**src/rtl/ddr_read_frame_ctrl.sv**
```systemverilog
// Read-side frame-buffer controller: reads a whole frame from the ping-pong buffer
// the writer is not filling, issuing bursts only when the line FIFO has room for them.
//
// state | meaning
// IDLE  | waiting for a synchronised frame start
// CHECK | size the next burst and wait for FIFO room
// REQ   | burst request presented, waiting for accept
// DRAIN | all bursts issued, waiting for the remaining beats
// DONE  | one-cycle frame completion
module ddr_read_frame_ctrl #(
  parameter int                ADDR_W          = 32,
  parameter logic [ADDR_W-1:0] BASE_ADDR_0     = 32'h0000_0000,
  parameter logic [ADDR_W-1:0] BASE_ADDR_1     = 32'h0080_0000,
  parameter int                BYTES_PER_BEAT  = 64,
  parameter int                BEATS_PER_FRAME = 32400,
  parameter int                BURST_LEN       = 16,
  parameter int                FIFO_DEPTH      = 512,
  parameter int                LVL_W           = 10
) (
  input  logic              sys_clk,
  input  logic              rst_i,
  input  logic              frame_start_i,
  input  logic              wr_buf_sel_i,
  input  logic [LVL_W-1:0]  fifo_level_i,
  output logic              rd_req_o,
  output logic [ADDR_W-1:0] rd_addr_o,
  output logic [7:0]        rd_len_o,
  input  logic              rd_ack_i,
  input  logic              rd_valid_i,
  output logic              rd_buf_sel_o,
  output logic              frame_busy_o,
  output logic              frame_done_o,
  output logic              overrun_o
);

  localparam int CNT_W = $clog2(BEATS_PER_FRAME + 1);
  localparam int LEN_W = 9;
  localparam int SW    = CNT_W + LVL_W + 12;

  typedef enum logic [2:0] {
    S_IDLE,
    S_CHECK,
    S_REQ,
    S_DRAIN,
    S_DONE
  } state_t;

  state_t             state_q, state_d;
  logic               fs_s1, fs_s2, fs_s3;
  logic               wb_s1, wb_s2;
  logic               start_pulse;
  logic [ADDR_W-1:0]  addr_q, addr_d;
  logic [CNT_W-1:0]   req_cnt_q, req_cnt_d;
  logic [CNT_W-1:0]   rcv_cnt_q, rcv_cnt_d;
  logic [LEN_W-1:0]   cur_len_q, cur_len_d;
  logic               rd_req_d;
  logic [ADDR_W-1:0]  rd_addr_d;
  logic [7:0]         rd_len_d;
  logic               buf_sel_d;
  logic               busy_d;
  logic               done_d;
  logic               overrun_d;
  logic [CNT_W-1:0]   rem;
  logic [CNT_W-1:0]   out_cnt;
  logic [LEN_W-1:0]   burst_len;
  logic               fifo_ok;
  logic               rcv_inc;

  assign start_pulse = fs_s2 & ~fs_s3;

  always_ff @(posedge sys_clk) begin
    if (rst_i) begin
      fs_s1        <= 1'b0;
      fs_s2        <= 1'b0;
      fs_s3        <= 1'b0;
      wb_s1        <= 1'b0;
      wb_s2        <= 1'b0;
      state_q      <= S_IDLE;
      addr_q       <= '0;
      req_cnt_q    <= '0;
      rcv_cnt_q    <= '0;
      cur_len_q    <= '0;
      rd_req_o     <= 1'b0;
      rd_addr_o    <= '0;
      rd_len_o     <= '0;
      rd_buf_sel_o <= 1'b0;
      frame_busy_o <= 1'b0;
      frame_done_o <= 1'b0;
      overrun_o    <= 1'b0;
    end else begin
      fs_s1        <= frame_start_i;
      fs_s2        <= fs_s1;
      fs_s3        <= fs_s2;
      wb_s1        <= wr_buf_sel_i;
      wb_s2        <= wb_s1;
      state_q      <= state_d;
      addr_q       <= addr_d;
      req_cnt_q    <= req_cnt_d;
      rcv_cnt_q    <= rcv_cnt_d;
      cur_len_q    <= cur_len_d;
      rd_req_o     <= rd_req_d;
      rd_addr_o    <= rd_addr_d;
      rd_len_o     <= rd_len_d;
      rd_buf_sel_o <= buf_sel_d;
      frame_busy_o <= busy_d;
      frame_done_o <= done_d;
      overrun_o    <= overrun_d;
    end
  end

  // Beats already requested but not yet returned still need FIFO room.
  always_comb begin
    rem       = CNT_W'(BEATS_PER_FRAME) - req_cnt_q;
    burst_len = (SW'(rem) >= SW'(BURST_LEN)) ? LEN_W'(BURST_LEN) : LEN_W'(rem);
    out_cnt   = (req_cnt_q > rcv_cnt_q) ? (req_cnt_q - rcv_cnt_q) : '0;
    fifo_ok   = (SW'(fifo_level_i) + SW'(out_cnt) + SW'(burst_len)) <= SW'(FIFO_DEPTH);
    rcv_inc   = rd_valid_i && (state_q != S_IDLE) &&
                (rcv_cnt_q < CNT_W'(BEATS_PER_FRAME));
  end

  always_comb begin
    state_d   = state_q;
    addr_d    = addr_q;
    req_cnt_d = req_cnt_q;
    rcv_cnt_d = rcv_inc ? (rcv_cnt_q + CNT_W'(1)) : rcv_cnt_q;
    cur_len_d = cur_len_q;
    rd_req_d  = rd_req_o;
    rd_addr_d = rd_addr_o;
    rd_len_d  = rd_len_o;
    buf_sel_d = rd_buf_sel_o;
    busy_d    = frame_busy_o;
    done_d    = 1'b0;
    overrun_d = overrun_o | (start_pulse && (state_q != S_IDLE));

    case (state_q)
      S_IDLE: begin
        if (start_pulse) begin
          buf_sel_d = ~wb_s2;
          addr_d    = wb_s2 ? BASE_ADDR_0 : BASE_ADDR_1;
          req_cnt_d = '0;
          rcv_cnt_d = '0;
          busy_d    = 1'b1;
          state_d   = S_CHECK;
        end
      end
      S_CHECK: begin
        if (rem == '0) begin
          state_d = S_DRAIN;
        end else if (fifo_ok) begin
          rd_addr_d = addr_q;
          rd_len_d  = 8'(burst_len - LEN_W'(1));
          cur_len_d = burst_len;
          rd_req_d  = 1'b1;
          state_d   = S_REQ;
        end
      end
      S_REQ: begin
        if (rd_ack_i) begin
          rd_req_d  = 1'b0;
          addr_d    = addr_q + ADDR_W'(cur_len_q) * ADDR_W'(BYTES_PER_BEAT);
          req_cnt_d = req_cnt_q + CNT_W'(cur_len_q);
          state_d   = S_CHECK;
        end
      end
      S_DRAIN: begin
        if (rcv_cnt_q == CNT_W'(BEATS_PER_FRAME)) begin
          done_d  = 1'b1;
          state_d = S_DONE;
        end
      end
      S_DONE: begin
        busy_d  = 1'b0;
        state_d = S_IDLE;
      end
      default: state_d = S_IDLE;
    endcase
  end

endmodule

```
**config.mk**
```make
export PLATFORM = sky130hd
export DESIGN_NAME = ddr_read_frame_ctrl
export DESIGN_NICKNAME = d
export VERILOG_FILES = /design/src/rtl/ddr_read_frame_ctrl.sv
export SDC_FILE = /design/constraint.sdc
export NUM_CORES = 1
export LEC_CHECK = 0
export ABC_AREA = 1
export CAP_MARGIN = 15
export CORE_ASPECT_RATIO = 1.25
export CORE_MARGIN = 1.5
export CORE_UTILIZATION = 28
export CTS_CLUSTER_DIAMETER = 60
export CTS_CLUSTER_SIZE = 30
export DETAILED_ROUTE_END_ITERATION = 8
export PLACE_DENSITY = 0.47
export SLEW_MARGIN = 20
export SYNTH_ARGS = -nofsm -noshare
export SYNTH_HDL_FRONTEND = slang
export SYNTH_SLANG_ARGS = --single-unit
```
**constraint.sdc**
```tcl
create_clock -name sys_clk -period 7.2 [get_ports sys_clk]
set_input_delay 1.8 -clock sys_clk [delete_from_list [all_inputs] [get_ports sys_clk]]
set_output_delay 1.8 -clock sys_clk [all_outputs]
set_load 0.005 [all_outputs]
```
## After elaboration in Yosys (flattened, before gate mapping)

Index checks and enable logic that the tools add are counted.
W data, S select, Z words.

| storage, ports and cells | value |
|---|---|
| input bits | 16 |
| output and inout port bits | 45 |
| logic and storage cells | 87 |
| register bits after elaboration | 124 |

| operators by class | value |
|---|---|
| add/subtract/negate cells | 8 |
| bitwise operators | 6 |
| reductions and logical operators | 16 |
| equality and inequality tests | 11 |
| magnitude comparators | 4 |
| mux-type cells | 25 |

Operators by type and width:

| operator | count |
|---|---|
| $mux W15 | 6 |
| $mux W32 | 2 |
| $pmux W32 S2 | 1 |
| $add A32 B15 Y32 | 1 |
| $pmux W15 S2 | 1 |
| $mux W24 | 1 |
| $add A16 B9 Y17 | 1 |
| $le A17 B10 Y1 const B | 1 |
| $add A10 B15 Y16 | 1 |
| $add A15 B1 Y15 const B | 1 |
| $add A15 B9 Y15 | 1 |
| $eq A15 B15 Y1 const B | 1 |
| $ge A15 B5 Y1 const B | 1 |
| $gt A15 B15 Y1 | 1 |
| $logic_not A15 Y1 | 1 |
| $lt A15 B15 Y1 const B | 1 |
| $mux W3 | 5 |
| $sub A15 B15 Y15 | 1 |
| $sub A15 B15 Y15 const A | 1 |
| $pmux W3 S4 | 1 |
| $ne A2 B2 Y1 const B | 5 |
| $mux W9 | 1 |
| $reduce_and A4 Y1 | 2 |
| $sub A8 B1 Y8 const B | 1 |
| other kinds (16) | 31 |

## Logic depth before layout (Yosys ltp)

Gate-level depths: netlist of the first run.

| logic depth | value |
|---|---|
| word-level depth | 8 |
| mapped depth | 35 |
| depth with buffers taken out | 33 |

## Least setup slack after synthesis of the first run

No wires, ideal clock.

| timing | value |
|---|---|
| kind | input to register |
| start | input port fifo_level_i[1] |
| end | register cur_len_q[2] |
| data arrival time | 4441 ps |
| data required time | 7087 ps |
| path slack | 2646 ps |
| setup time | 113 ps |
| cell stages on the path | 22 |
| path buffers | 1 |
| cells stage by stage | inv_1 > fa_1 > inv_1 > ha_1 > inv_1 > fa_1 > nand3b_1 > nand2_1 > nand2_1 > nand2_1 > nand2_1 > nand2_1 > nand2_1 > nand2_1 > nand3_2 > nand2_1 > nand3_4 > nor2_8 > buf_12 > nand2_2 > nand2_1 > nor2_1 |

| on the way | value |
|---|---|
| word-level cells in the longest chain between the ends | 4 |

Ends and longest elaborated chain:

| what | line | RTL |
|---|---|---|
| start, declared | 24 | `input logic [LVL_W-1:0] fifo_level_i,` |
| $add A10 B15 Y16 | 116 | `fifo_ok = (SW'(fifo_level_i) + SW'(out_cnt) + SW'(burst_len)) <= SW'(FIFO_DEPTH);` |
| $add A16 B9 Y17 | 116 |  |
| $le A17 B10 Y1 | 116 |  |
| $reduce_and A3 Y1 (no source line) | - |  |
| end signal, assigned | 100 | `cur_len_q <= cur_len_d;` |
| end, declared | 55 | `logic [LEN_W-1:0] cur_len_q, cur_len_d;` |

Every way passes these cells.
A chain may end at the register's enable or synchronous reset.

## Final worst setup path of the first run

| timing | value |
|---|---|
| start | register req_cnt_q[1] |
| end | register rd_addr_o[14] |

| on the way | value |
|---|---|
| word-level cells in the longest chain between the ends | 6 |
| elaborated cells between the ends (all ways) | 12 |
| those cells by class | add/sub (4); order compare (3); mux (2); bitwise (1); reduce/logical (2) |

Ends and longest elaborated chain:

| what | line | RTL |
|---|---|---|
| start, declared | 53 | `logic [CNT_W-1:0] req_cnt_q, req_cnt_d;` |
| start signal, assigned | 98 | `req_cnt_q <= req_cnt_d;` |
| $sub A15 B15 Y15 (tied with other cells) | 115 | `out_cnt = (req_cnt_q > rcv_cnt_q) ? (req_cnt_q - rcv_cnt_q) : '0;` |
| $mux W15 / $ge A15 B5 Y1 (equally long branches) | 115, 114 |  |
| $add A10 B15 Y16 / $mux W9 (equally long branches) | 116, 114 |  |
| $add A16 B9 Y17 | 116 |  |
| $le A17 B10 Y1 | 116 |  |
| $reduce_and A3 Y1 (no source line) (*) | - |  |
| end signal, assigned | 102 | `rd_addr_o <= rd_addr_d;` |
| end, declared | 26 | `output logic [ADDR_W-1:0] rd_addr_o,` |

Mark *: on every way between the ends. The rest lies on a longest branch, timed or not.

==> results of run 1 <==
## where the power goes
part           leakage (nW)  internal [mW]  switching, mW
clock                 0.133          0.249          0.247
sequential            0.906          0.712         0.0672
combinational          3.08          0.505          0.789
total                  4.12           1.47           1.10
## metal layers
layer,wire length [um],vias to the layer above
li1,-,4017
met1,9610,3410
met2,11100,59
met3,339,13
met4,336,0
met5,0,-
## cell usage in the layout, fill, tap and decap left out, types with 16 or more instances in the layout
master,n
nand2_1,325
nor2_1,185
inv_1,178
dfxtp_1,112
a21oi_1,85
nand3_1,60
clkdlybuf4s50_1,54
o21ai_0,49
ha_1,48
nand2_2,46
nand4_1,16
## metrics by stage
step,instances,power [mW],hold WS (ns)
finish,1659,2.57,0.404
global route,1659,2.83,0.437
CTS,1659,2.62,0.407
detailed placement,1643,2.11,0.397
global placement,1643,2.10,0.391
floorplan,1261,1.75,0.388
## cell type report
class	count	area, um2
clock buffers	10	239
fillers	3154	19300
flip-flops and latches	112	2240
inverters	186	698
repair buffers	61	593
clock inverters	6	51.3
multi-input cells	929	4880
well taps	355	444
## Yosys cell counts, drive strengths merged, types with 2 or more instances
cell / instances / area share
or2: 5 / 0.0039
o21bai: 2 / 0.0019
nor2: 194 / 0.096
nor4: 7 / 0.0062
o21a: 2 / 0.0019
xor2: 11 / 0.012
clkinv: 2 / 0.00093
ha: 48 / 0.075
a21oi: 89 / 0.058
nand3: 66 / 0.046
a31oi: 3 / 0.0023
fa: 13 / 0.032
nand3b: 5 / 0.0047
dfxtp: 112 / 0.28
a211oi: 8 / 0.0075
nand4: 16 / 0.012
nor3: 14 / 0.0093
buf: 24 / 0.028
nor3b: 2 / 0.0019
inv: 184 / 0.086
xnor2: 6 / 0.0065
nand2: 371 / 0.19
clkbuf: 10 / 0.0048
o2111ai: 2 / 0.0022
o21ai: 49 / 0.030
## logic make-up (layout without fill, tap and decap cells)
logic type | after synthesis | in the layout
buffers and inverters | 220 | 263
DFF | 112 | 112
other | 1 | 10
xor gates and xnor gates | 17 | 17
adders and majority gates | 61 | 61
and+or+nand+nor | 682 | 682
AOI/OAI and AO/OA | 159 | 159
## state kept, by name, summed over array words and instances, names as in the netlist
| signal | cells |
|---|---|
| addr_q | 26 |
| rd_req_o | 1 |
| state_q | 3 |
| wb_s1 | 1 |
| frame_done_o | 1 |
| wb_s2 | 1 |
| fs_s2 | 1 |
| rd_len_o | 8 |
| fs_s1 | 1 |
| req_cnt_q | 15 |
| cur_len_q | 9 |
| overrun_o | 1 |
| rd_buf_sel_o | 1 |
| fs_s3 | 1 |
| rd_addr_o | 26 |
| frame_busy_o | 1 |
| rcv_cnt_q | 15 |
## worst min path at each step
| stage | end | slack (ns) | cells after the start |
|---|---|---|---|
| floorplan | fs_s2 | 0.39 | 2 |
| global placement | wb_s2 | 0.39 | 2 |
| detailed placement | wb_s2 | 0.40 | 2 |
| CTS | wb_s2 | 0.41 | 2 |
| global route | fs_s2 | 0.44 | 2 |
| finish | wb_s2 | 0.40 | 2 |
## worst max-delay path, delay by kind of cell, from the launching register on
family	cells	cell delay [ns]
fa+ha+maj	4	1.36
simple gates	22	2.66
buf+inv	5	0.82
compound gates	1	0.09
flops	1	0.52
==> qor.yml, run 1 <==
status: "finished, final reports clean"
grt-ovfl-total: 0
vias: 7499
drt_iter0_drc: 231
dominantRegCellSynth: "dfxtp_1"
dieArea_um2: 29800
maxCapViolCount: 0
antenna_found_initial: 0
synth-compound-area-share: 0.108
dieHeight_um: 193
via_per_inst: 4.52
start_util: 0.284
diodes: 0
hpwlAfterDp_um: 17000
io_buffers: 54
p_leak_nw: 4.12
synthXorXnorAreaFrac: 0.0185
grt_pass1_vias: 7352
cp.arrival_ns: 5.87
drc: 0
met2_usage: 0.288
post-place-ws_ns: 1.35
cts_hold_buf: 0
grt_pass1_wl_um: 35700
powerDensity_nw_per_um2: 281
numCtsBuffers: 9
synth_top_family_by_area: "simple AND/OR/NAND/NOR gates"
ys_types: 50
io_pins: 61
final_cell_area_um2: 9150
postCtsSetupBuffers: 0
synthArstFlopShare: 0
grt_use_total: 0.149
worst_pin_slew_ns: 1.02
r2r_cells: 32
finalClockSkew_ns: 0.0139
critPathLaunch: "req_cnt_q[1]"
endpoint: "rd_addr_o[14]"
crit-reg2reg-capture: "rd_addr_o[14]"
final_core_util: 0.322
cts_resized: 0
gr-usage-met3: 0.0180
postSynthCellCount: 1252
met1_usage: 0.171
cp_slowest_stage_delay_ns: 0.52
hold_start: "wb_s1"
path_class: "reg -> reg"
cts_htree_levels: 3
crit_top_cell: "nand2_1"
cp_max_fo: 38
crit_path_start_kind: "flip-flop"
yosysSeqAreaShare: 0.278
cts_buffer_depth: 2
relSlewSlack: 0.315
gp_congestion: 0.834
synth.avg_cell_area_um2: 6.43
placed_cell_area_um2: 8860
cp_slowest_cell: "dfxtp_1"
fin_nets: 1376
vdd_drop_max_uv: 124
yosysWarnings: 0
cp-end-kind: "flip-flop"
die_x_um: 155
min_path_type: "reg -> reg"
path_clk_slew_ns: 0.08
clk_latency_ns: 0.36
clock_sinks: 112
setup_viol: 0
firstDrtPassIters: 4
finalMaxSlewViolations: 0
routedWlPerCell_um: 12.9
r2r_slack_ns: 1.59
timing.final.ws_setup_ns: 1.59
area_growth_pct: 13.6
cts_tree: "yes"
syn_area_um2: 8060
max_freq_ghz: 0.178
layout_min_cycle_time_ns: 5.61
grt_max_degree: 43
ys_ff_latch: 112
rows: 69
antenna_left: 0
rsz0062_at_grt: "no"
core_um2: 28400
totalWireLength_um: 21300
tns_ns: 0
synth_edf_count: 0
cts_root_buffer: "clkbuf_16"
yosys.area_share.adder: 0.107
hold_viol: 0
grt-busiest-layer: "met2"
min_period_over_period: 0.779
rr_startpoint: "req_cnt_q[1]"
drive_gt1_frac: 0.0767
worstPathRequired_ns: 7.46
synthSimpleGateAreaFrac: 0.368
synth_mux_area_frac: 0
Note: power is estimated with default switching activity, not from simulation.
==> run 2, diff against run 1 <==
==> constraint.sdc (replaced) <==
create_clock -name sys_clk -period 5.3 [get_ports sys_clk]
set_input_delay 1.325 -clock sys_clk [delete_from_list [all_inputs] [get_ports sys_clk]]
set_output_delay 1.325 -clock sys_clk [all_outputs]
set_load 0.005 [all_outputs]
==> qor.yml, run 2 (same netlist as run 1, synthesis figures left out) <==
status: "finished, final reports clean"
routedWlPerCell_um: 13.1  # +1.7%
max_freq_ghz: 0.209  # +17%
hold_viol: 0  # unchanged
maxCapViolCount: 0  # unchanged
grt-ovfl-total: 0  # unchanged
tns_ns: 0  # unchanged
switching_power_mw: 1.55  # +40%
gp_congestion: 0.821  # -1.5%
clk_latency_ns: 0.36  # about the same
final_cell_mix: "nand2_1, nor2_1, inv_1"
hpwlAfterDp_um: 17500  # +2.9%
grt_max_degree: 31  # -28%
die_x_um: 155  # unchanged
cp.arrival_ns: 5.05  # -0.82 ns
dp.cells: 1656  # +0.79%
via_per_inst: 4.50  # -0.53%
antenna_found_initial: 0  # unchanged
final_core_util: 0.329  # +0.00643
path_class: "reg -> reg"
cp_slowest_stage_delay_ns: 0.53  # about the same
cp-end-kind: "flip-flop"
final_common_cell: "nand2_1"
fin_nets: 1395  # +1.4%
final_cells: 1678  # +1.1%
worstPathRequired_ns: 5.56  # -1.90 ns
min_period_over_period: 0.903  # +0.124
placed_cell_area_um2: 8970  # +1.2%
rows: 69  # unchanged
grt_pass1_wl_um: 35700  # about the same
totalWireLength_um: 22000  # +2.9%
final_cell_area_um2: 9340  # +2.0%
clock_sinks: 112  # unchanged
seqPwrFrac: 0.293  # -0.010
cts_htree_levels: 3  # unchanged
comb_power_share: 0.514  # +0.010
clkPwrFrac: 0.192  # about the same
top_regs: "addr_q: 26 flops, rd_addr_o: 26 flops"
dieHeight_um: 193  # unchanged
cts_hold_buf: 0  # unchanged
p_leak_nw: 4.23  # +2.6%
powerDensity_nw_per_um2: 386  # +38%
rsz0062_at_grt: "no"
io_buffers: 54  # unchanged
min_path_type: "reg -> reg"
core_um2: 28400  # unchanged
crit_path_start_kind: "flip-flop"
start_util: 0.284  # unchanged
antenna_left: 0  # unchanged
dieArea_um2: 29800  # unchanged
grt_pass1_vias: 7327  # -0.34%
vdd_drop_max_uv: 245  # +97%
finalMaxSlewViolations: 0  # unchanged
grt_use_total: 0.151  # +0.00238
cts_root_buffer: "clkbuf_16"
numCtsBuffers: 9  # unchanged
cts_buffer_depth: 2  # unchanged
setup_viol: 0  # unchanged
path_clk_slew_ns: 0.09  # about the same
swShare: 0.430  # +0.000526
worst_pin_slew_ns: 1.05  # +0.0236 ns
diodes: 0  # unchanged
layout_min_cycle_time_ns: 4.78  # -0.824 ns
fillers: 3154  # unchanged
p_int_mw: 2.05  # +40%
area_growth_pct: 15.9
drc: 0  # unchanged
cts_tree: "yes"
firstDrtPassIters: 5  # +1
drive_gt1_frac: 0.0952  # +0.0186
drt_iter0_drc: 268  # +16%
worst_hold_slack_ns: 0.409  # +0.00499 ns
vias: 7545  # +0.61%
io_pins: 61  # unchanged
relSlewSlack: 0.301  # -0.0140
finalClockSkew_ns: 0.0112  # -0.00269 ns
cp_max_fo: 24  # -37%
crit_top_cell: "nand2_1"
cp_slowest_cell: "fa_1"
## run 2: changes by cell type in the layout (fill, tap and decap cells not counted), sizes merged
cell,delta
clkinv,+2
nor2,+1
clkinvlp,-2
clkbuf,-1
buf,+18
inv,+1
## run 2: timing repair
item | in CTS | in global routing
setup endpoints to repair | 0 | 47
resized for setup | 0 | 7
buffers inserted | 0 | 5
## run 2: path summary, 6_finish.rpt
check,startpoint,to,slack [ns],cells past startpoint
setup / recovery,req_cnt_q[11],rd_addr_o[11],0.52,30
hold / removal,fs_s1,fs_s2,0.41,2
setup reg to reg,req_cnt_q[11],rd_addr_o[11],0.52,30
hold reg to reg,fs_s1,fs_s2,0.41,2
## run 2: worst max-delay path, delay by kind of cell, from the launching register on
family	cells	cell delay (ns)
buffers and inverters	3	0.49
AND/OR/NAND/NOR	25	2.63
adder cells (fa/ha/maj)	2	1.00
flip-flops	1	0.52
## run 2: layout make-up
class	instances	area [um2]	area share
clock buffers	9	225	0.0241
multi-input cells	930	4900	0.525
well taps	355	444	0.0476
inverters	186	702	0.0752
clock inverters	7	73.8	0.00791
flip-flops and latches	112	2250	0.241
repair buffers	79	741	0.0793
## run 2: power groups by stage
stage               registers [mW]  logic (mW)  clock network [mW]
finish                        1.06        1.85               0.693
global route                  1.08        2.14               0.756
CTS                           1.06        1.82               0.726
detailed placement            1.08        1.81                   0
global placement              1.08        1.80                   0
floorplan                     1.06        1.31                   0
## run 2: per-layer routing
metal / GRT usage / share of wire / vias to the layer above
li1: - / - / 4061
met1: 0.171 / 0.44 / 3381
met2: 0.294 / 0.52 / 87
met3: 0.0195 / 0.024 / 16
met4: 0.0455 / 0.015 / 0
met5: 0 / 0 / -
## run 2: per-stage QoR
step	worst slack (ns)	total power, mW
5_1_grt	0.0146	3.97
4_1_cts	0.130	3.60
3_5_place_dp	0.151	2.89
6_report	0.517	3.60
3_3_place_gp	0.248	2.89
2_1_floorplan	0.810	2.37
